[src/rtl/scarv_soc_bram_if.sv]
// Memory-bus to dual-latency BRAM bridge with in-order response FIFO.
// Ports: g_clk/g_resetn; mem_* request/response bus; bram_* BRAM port.
//
//   g_clk, g_resetn        clock, synchronous active-low reset
//   mem_req/mem_gnt        request handshake (accept = req && gnt)
//   mem_wen/strb/addr/wdata request fields
//   mem_recv/mem_ack       response handshake (consume = recv && ack)
//   mem_error/mem_rdata    response payload
//   bram_rst/en/we/addr/wdata/rdata  BRAM port, read latency 2
module scarv_soc_bram_if #(
    parameter int          DEPTH    = 1024,
    parameter logic [31:0] BASE     = 32'h0,
    parameter int          WRITE_EN = 1
) (
    input  logic                     g_clk,
    input  logic                     g_resetn,
    input  logic                     mem_req,
    output logic                     mem_gnt,
    input  logic                     mem_wen,
    input  logic [3:0]               mem_strb,
    input  logic [31:0]              mem_addr,
    input  logic [31:0]              mem_wdata,
    output logic                     mem_recv,
    input  logic                     mem_ack,
    output logic                     mem_error,
    output logic [31:0]              mem_rdata,
    output logic                     bram_rst,
    output logic                     bram_en,
    output logic [3:0]               bram_we,
    output logic [$clog2(DEPTH)-1:0] bram_addr,
    output logic [31:0]              bram_wdata,
    input  logic [31:0]              bram_rdata
);

    localparam int LW = $clog2(DEPTH);

    typedef struct packed {
        logic valid;
        logic wen;
        logic err;
    } stage_t;

    stage_t      s1;
    stage_t      s2;

    logic [31:0] fifo_rdata [4];
    logic [3:0]  fifo_err;
    logic [1:0]  wr_ptr;
    logic [1:0]  rd_ptr;
    logic [2:0]  count;

    logic        req_err;
    logic        accept;
    logic        access;
    logic        push;
    logic        pop;
    logic [3:0]  inflight;
    logic [31:0] push_rdata;

    assign req_err = (mem_addr[31:LW] != BASE[31:LW])
                   || (mem_wen && (WRITE_EN == 0));

    // Every request in s1/s2 already owns a FIFO slot, so the FIFO
    // can never overflow. A same-cycle pop is deliberately ignored.
    assign inflight = {1'b0, count}
                    + {3'b000, s1.valid}
                    + {3'b000, s2.valid};

    assign mem_gnt = g_resetn && (inflight < 4'd4);
    assign accept  = mem_req && mem_gnt;
    assign access  = accept && !req_err;

    // s1 keeps the port enabled so the BRAM output register advances.
    assign bram_rst   = !g_resetn;
    assign bram_en    = g_resetn && (access || s1.valid);
    assign bram_we    = (access && mem_wen) ? mem_strb : 4'h0;
    assign bram_addr  = mem_addr[LW-1:0];
    assign bram_wdata = mem_wdata;

    assign push       = s2.valid;
    assign push_rdata = (!s2.err && !s2.wen) ? bram_rdata : 32'h0;

    assign mem_recv  = g_resetn && (count != 3'd0);
    assign mem_error = mem_recv && fifo_err[rd_ptr];
    assign mem_rdata = mem_recv ? fifo_rdata[rd_ptr] : 32'h0;
    assign pop       = mem_recv && mem_ack;

    always_ff @(posedge g_clk) begin
        if (!g_resetn) begin
            s1     <= '0;
            s2     <= '0;
            wr_ptr <= 2'd0;
            rd_ptr <= 2'd0;
            count  <= 3'd0;
        end else begin
            s1.valid <= accept;
            s1.wen   <= mem_wen;
            s1.err   <= req_err;
            s2       <= s1;
            if (push) begin
                wr_ptr <= wr_ptr + 2'd1;
            end
            if (pop) begin
                rd_ptr <= rd_ptr + 2'd1;
            end
            count <= count + {2'b00, push} - {2'b00, pop};
        end
    end

    always_ff @(posedge g_clk) begin
        if (g_resetn && push) begin
            fifo_rdata[wr_ptr] <= push_rdata;
            fifo_err[wr_ptr]   <= s2.err;
        end
    end

endmodule

[config.mk]
export PLATFORM = sky130hd
export DESIGN_NAME = scarv_soc_bram_if
export DESIGN_NICKNAME = d
export VERILOG_FILES = /design/src/rtl/scarv_soc_bram_if.sv
export SDC_FILE = /design/constraint.sdc
export NUM_CORES = 1
export LEC_CHECK = 0
export ABC_AREA = 1
export CORE_UTILIZATION = 48
export CTS_CLUSTER_SIZE = 14
export DETAILED_ROUTE_END_ITERATION = 10
export PLACE_DENSITY = 0.81
export SLEW_MARGIN = 20
export SYNTH_ARGS = -nofsm -noshare
export SYNTH_HDL_FRONTEND = slang
export SYNTH_SLANG_ARGS = --single-unit
[constraint.sdc]
create_clock -name g_clk -period 3.24 [get_ports g_clk]
set_input_delay 0.324 -clock g_clk [delete_from_list [all_inputs] [get_ports g_clk]]
set_output_delay 0.324 -clock g_clk [all_outputs]
set_load 0.05 [all_outputs]
* Word-level counts from Yosys, hierarchy flattened
Memory sizes are Yosys's and may differ from the RTL's. A register that Yosys moved wholly into a read port is not among the register bits.
Cells that the tools add are included.
** Word-level totals
- Register bits after elaboration :: 17
- Memory bits (writable) :: 128
- Bits of input ports :: 105
- Output and inout port bits :: 83
- Logic and storage cells :: 51
- Memories kept :: 1
** Memories
- fifo_rdata :: words 4, width 32, rd ports 1, clocked after memory_dff 1, write ports 1, line 46 : logic [31:0] fifo_rdata [4];
** Cells by class
- Add/subtract/negate cells :: 6
- $lt $le $gt $ge :: 4
- Muxes and demuxes :: 12
- Reduce and logical (&&, ||, !) cells :: 18
** Operators by type and width (count)
- $mux 32 :: 2
- $reduce_bool 22->1 :: 1
- $logic_and 1x1->1 :: 11
- $lt 2x3->1 const B :: 2
- $add 2x1->2 const B :: 2
- $add 3x1->4 :: 1
- $add 4x1->4 :: 1
- $bwmux 4 :: 1
- $logic_not 1->1 :: 4
- $lt 4x3->1 const B :: 1
- $mux 1 :: 4
- $mux 2 :: 2
- $mux 4 :: 1
- $add 3x1->3 :: 1
- $reduce_bool 3->1 :: 1
- $sub 3x1->3 :: 1
- $bmux 1 s2 :: 1
- $demux 1 s2 :: 1
- $ge 2x1->1 const B :: 1
- $logic_or 1x1->1 :: 1

* Logic depth before layout (Yosys ltp)
- Word-level depth :: 8
- Mapped depth :: 10

* Least setup slack after synthesis
Ideal clock, no wire load.
- Kind :: register to register
- Start point :: register wr_ptr[0] (netlist name)
- End point :: register fifo_err[2] (enable)
- Library setup time :: 0.423 ns
- Arrival time :: 1.981 ns
- Required time :: 2.817 ns
- Slack :: 0.836 ns
- Cell stages (with the launch flop) :: 5
- Buffers on the path :: 0
- Path through :: dfxtp_1 -> inv_1 -> ha_1 -> inv_1 -> nor2_1
** RTL lines
- end signal: indexed assignment :: line 113 : fifo_err[wr_ptr] <= s2.err;
- end: declaration :: line 47 : logic [3:0] fifo_err;

==> results.cfg <==
[placement]
dp_hpwl_mm = 9.02
gp_congestion = 0.743
port_buffers = 103
placed_cell_area_um2 = 7750

[job]
drv_cap = 0

[pwr]
p_seq_share_pct = 38.8
switchingPower_mw = 1.60
p_per_area_nw_per_um2 = 665
switching_share_pct = 28.8
power.internal_mw = 3.96
totalPowerFinal_mw = 5.56
p_leak_nw = 3.17
p_comb_share_pct = 25.0
ir_drop_uv = 335
pwr-share-clk_pct = 36.3

[clock_tree]
clockBufferDepth = 2
cts_made_buffers = 17
clock-sinks = 147
postCtsSetupBuffers = 0
ctsHtreeMaxLevel = 4
insertion_delay_ns = 0.42
cts_hold_buf = 0
cts.clk_slew.worst_paths_ns = 0.06
cts_tree = done
cts-root-buf = clkbuf_16
post_cts_resize_count = 0

[synthesis]
ys_seq_elements = 147
yosys_warnings = 0
synth.net_count = 730
synthCells = 616
async_flop_share_pct = 0
synth_area_leaders = edfxtp_1 (61%), nor2_1 (11%), buf_4 (5.7%)
synth.distinct_cells = 25
syn_area_per_cell_um2 = 10.5
syn_area_um2 = 6490
seq_area_frac_synth_pct = 65.7
synth-edff-count = 132
synthFlopType = edfxtp_1
synth_top_area_share_pct = 61.0
synth.largest_area_cell = edfxtp_1

[global_route]
grt_pass1_wl_mm = 22.5
overflow = 0
grt_use_total_pct = 21.2
grt_pass1_vias = 4577
grt_max_degree = 65
antenna_found_initial = 0

[route]
dr.pass1.iters = 5
drt_wl_total_mm = 14.2
drtIter0Drc = 412
vias = 4476
wire_per_inst_um = 16.5
drc = 0
via_per_inst = 5.17
antenna_left = 0

[worst_setup_path]
r2r-start = count[1]
worstSetupStartpointType = register
critPathArrivalTime_ns = 2.59
worstPathMaxFanout = 33
end_kind = primary output
crit_type = register to primary output
required_ns = 2.92

[cells_and_area]
area_growth_pct = 28.8
drive_above_1_share_pct = 12.9
antenna-diode-count = 0
design_area_um2 = 8370
fillers = 1033
fin_util_pct = 63.2
final_common_cell = nor2_1
layout_common_cells = nor2_1 (182), edfxtp_1 (132), clkdlybuf4s50_1 (69), o21ai_0 (67), inv_1 (62)
nets = 791

[sta]
tns_ns = 0
rsz0062_at_grt = no
worstMarginPinSlew_ns = 0.786
slew_headroom_pct = 47.6
finalMaxSlewViolations = 0
setup_viol = 0
period_needed_ns = 2.91
clock_skew_ns = 0.00594
final-hold-violation-count = 0
fmax_mhz = 343
period_share_pct = 90.0

[status]
status = finished clean

[floorplanning]
boundaryPins = 188
row_count = 42
start_util_pct = 49.0
die_y_um = 118
fp.dieW_um = 118
core_area_um2 = 13200
dieArea_um2 = 14000

[worst_hold_path]
hold_class = register to register
hp-start = s1[1]
==> cell type report <==
cell class / instances / area, µm² / share of cell area (%)
Timing Repair Buffer: 112 / 1460 / 17.5
Clock buffer: 18 / 429 / 5.13
Inverter: 65 / 244 / 2.92
Multi-Input combinational cell: 334 / 1560 / 18.6
Clock inverter: 14 / 186 / 2.23
Sequential cell: 147 / 4270 / 51.0
Tap cell: 176 / 220 / 2.63
==> stage by stage <==
step / cells / hold WS [ns] / setup slack [ns]
floorplan: 616 / 0.390 / 0.836
global placement: 834 / 0.400 / 0.499
detailed placement: 834 / 0.404 / 0.388
CTS: 866 / 0.417 / -0.0737
global route: 866 / 0.443 / 0.164
finish: 866 / 0.417 / 0.326
==> logic make-up (layout without fill, tap and decap cells) <==
family / count (synthesis) / after routing / share of synthesized area [%]
simple gates: 214 / 214 / 13.0
fa+ha+maj: 9 / 9 / 1.85
buf+inv: 135 / 209 / 10.8
xor+xnor: 1 / 1 / 0.135
compound gates: 110 / 110 / 8.54
flops: 147 / 147 / 65.7
==> routing by layer <==
metal	GRT usage (%)	routed length, µm	up-vias
met5	0	0	-
met3	5.45	1080	57
li1	-	-	2111
met2	36.9	7310	204
met1	24.0	5400	2104
met4	10.5	457	0
==> flip-flops by register name, summed over array words and instances (netlist names), named ones only <==
signal,count
count,3
fifo_err,4
fifo_rdata,128
push,1
rd_ptr,2
s1,3
s2,2
wr_ptr,2
==> power by group through the flow <==
stage | clock, mW | combinational (mW) | sequential (mW)
2_1_floorplan | 0 | 0.914 | 2.18
3_3_place_gp | 0 | 1.37 | 2.19
3_5_place_dp | 0 | 1.39 | 2.19
4_1_cts | 2.04 | 1.40 | 2.15
5_1_grt | 2.11 | 1.48 | 2.16
6_report | 2.02 | 1.39 | 2.16
==> cell usage after synthesis (7+ instances only) <==
cell        n
a21oi_1    38
buf_2      10
buf_4      49
clkbuf_1    7
dfxtp_1    15
edfxtp_1  132
ha_1        8
inv_1      63
nand2_1    18
nor2_1    186
o21ai_0    67
==> critical path: stages (launching register included) <==
cell and delay (ns):
dfxtp_2 0.82, inv_2 0.50, nor2_1 0.21, o21ai_0 0.11, a21oi_1 0.34, buf_12 0.19
==> final timing paths <==
| check | endpoint | slack (ns) | depth (start not counted) |
|---|---|---|---|
| max | mem_rdata[23] | 0.33 | 5 |
| min | s2[1] | 0.42 | 2 |
| max reg2reg | count[1] | 1.36 | 10 |
| min reg2reg | s2[1] | 0.42 | 2 |
Note: power is estimated with default switching activity, not from simulation.
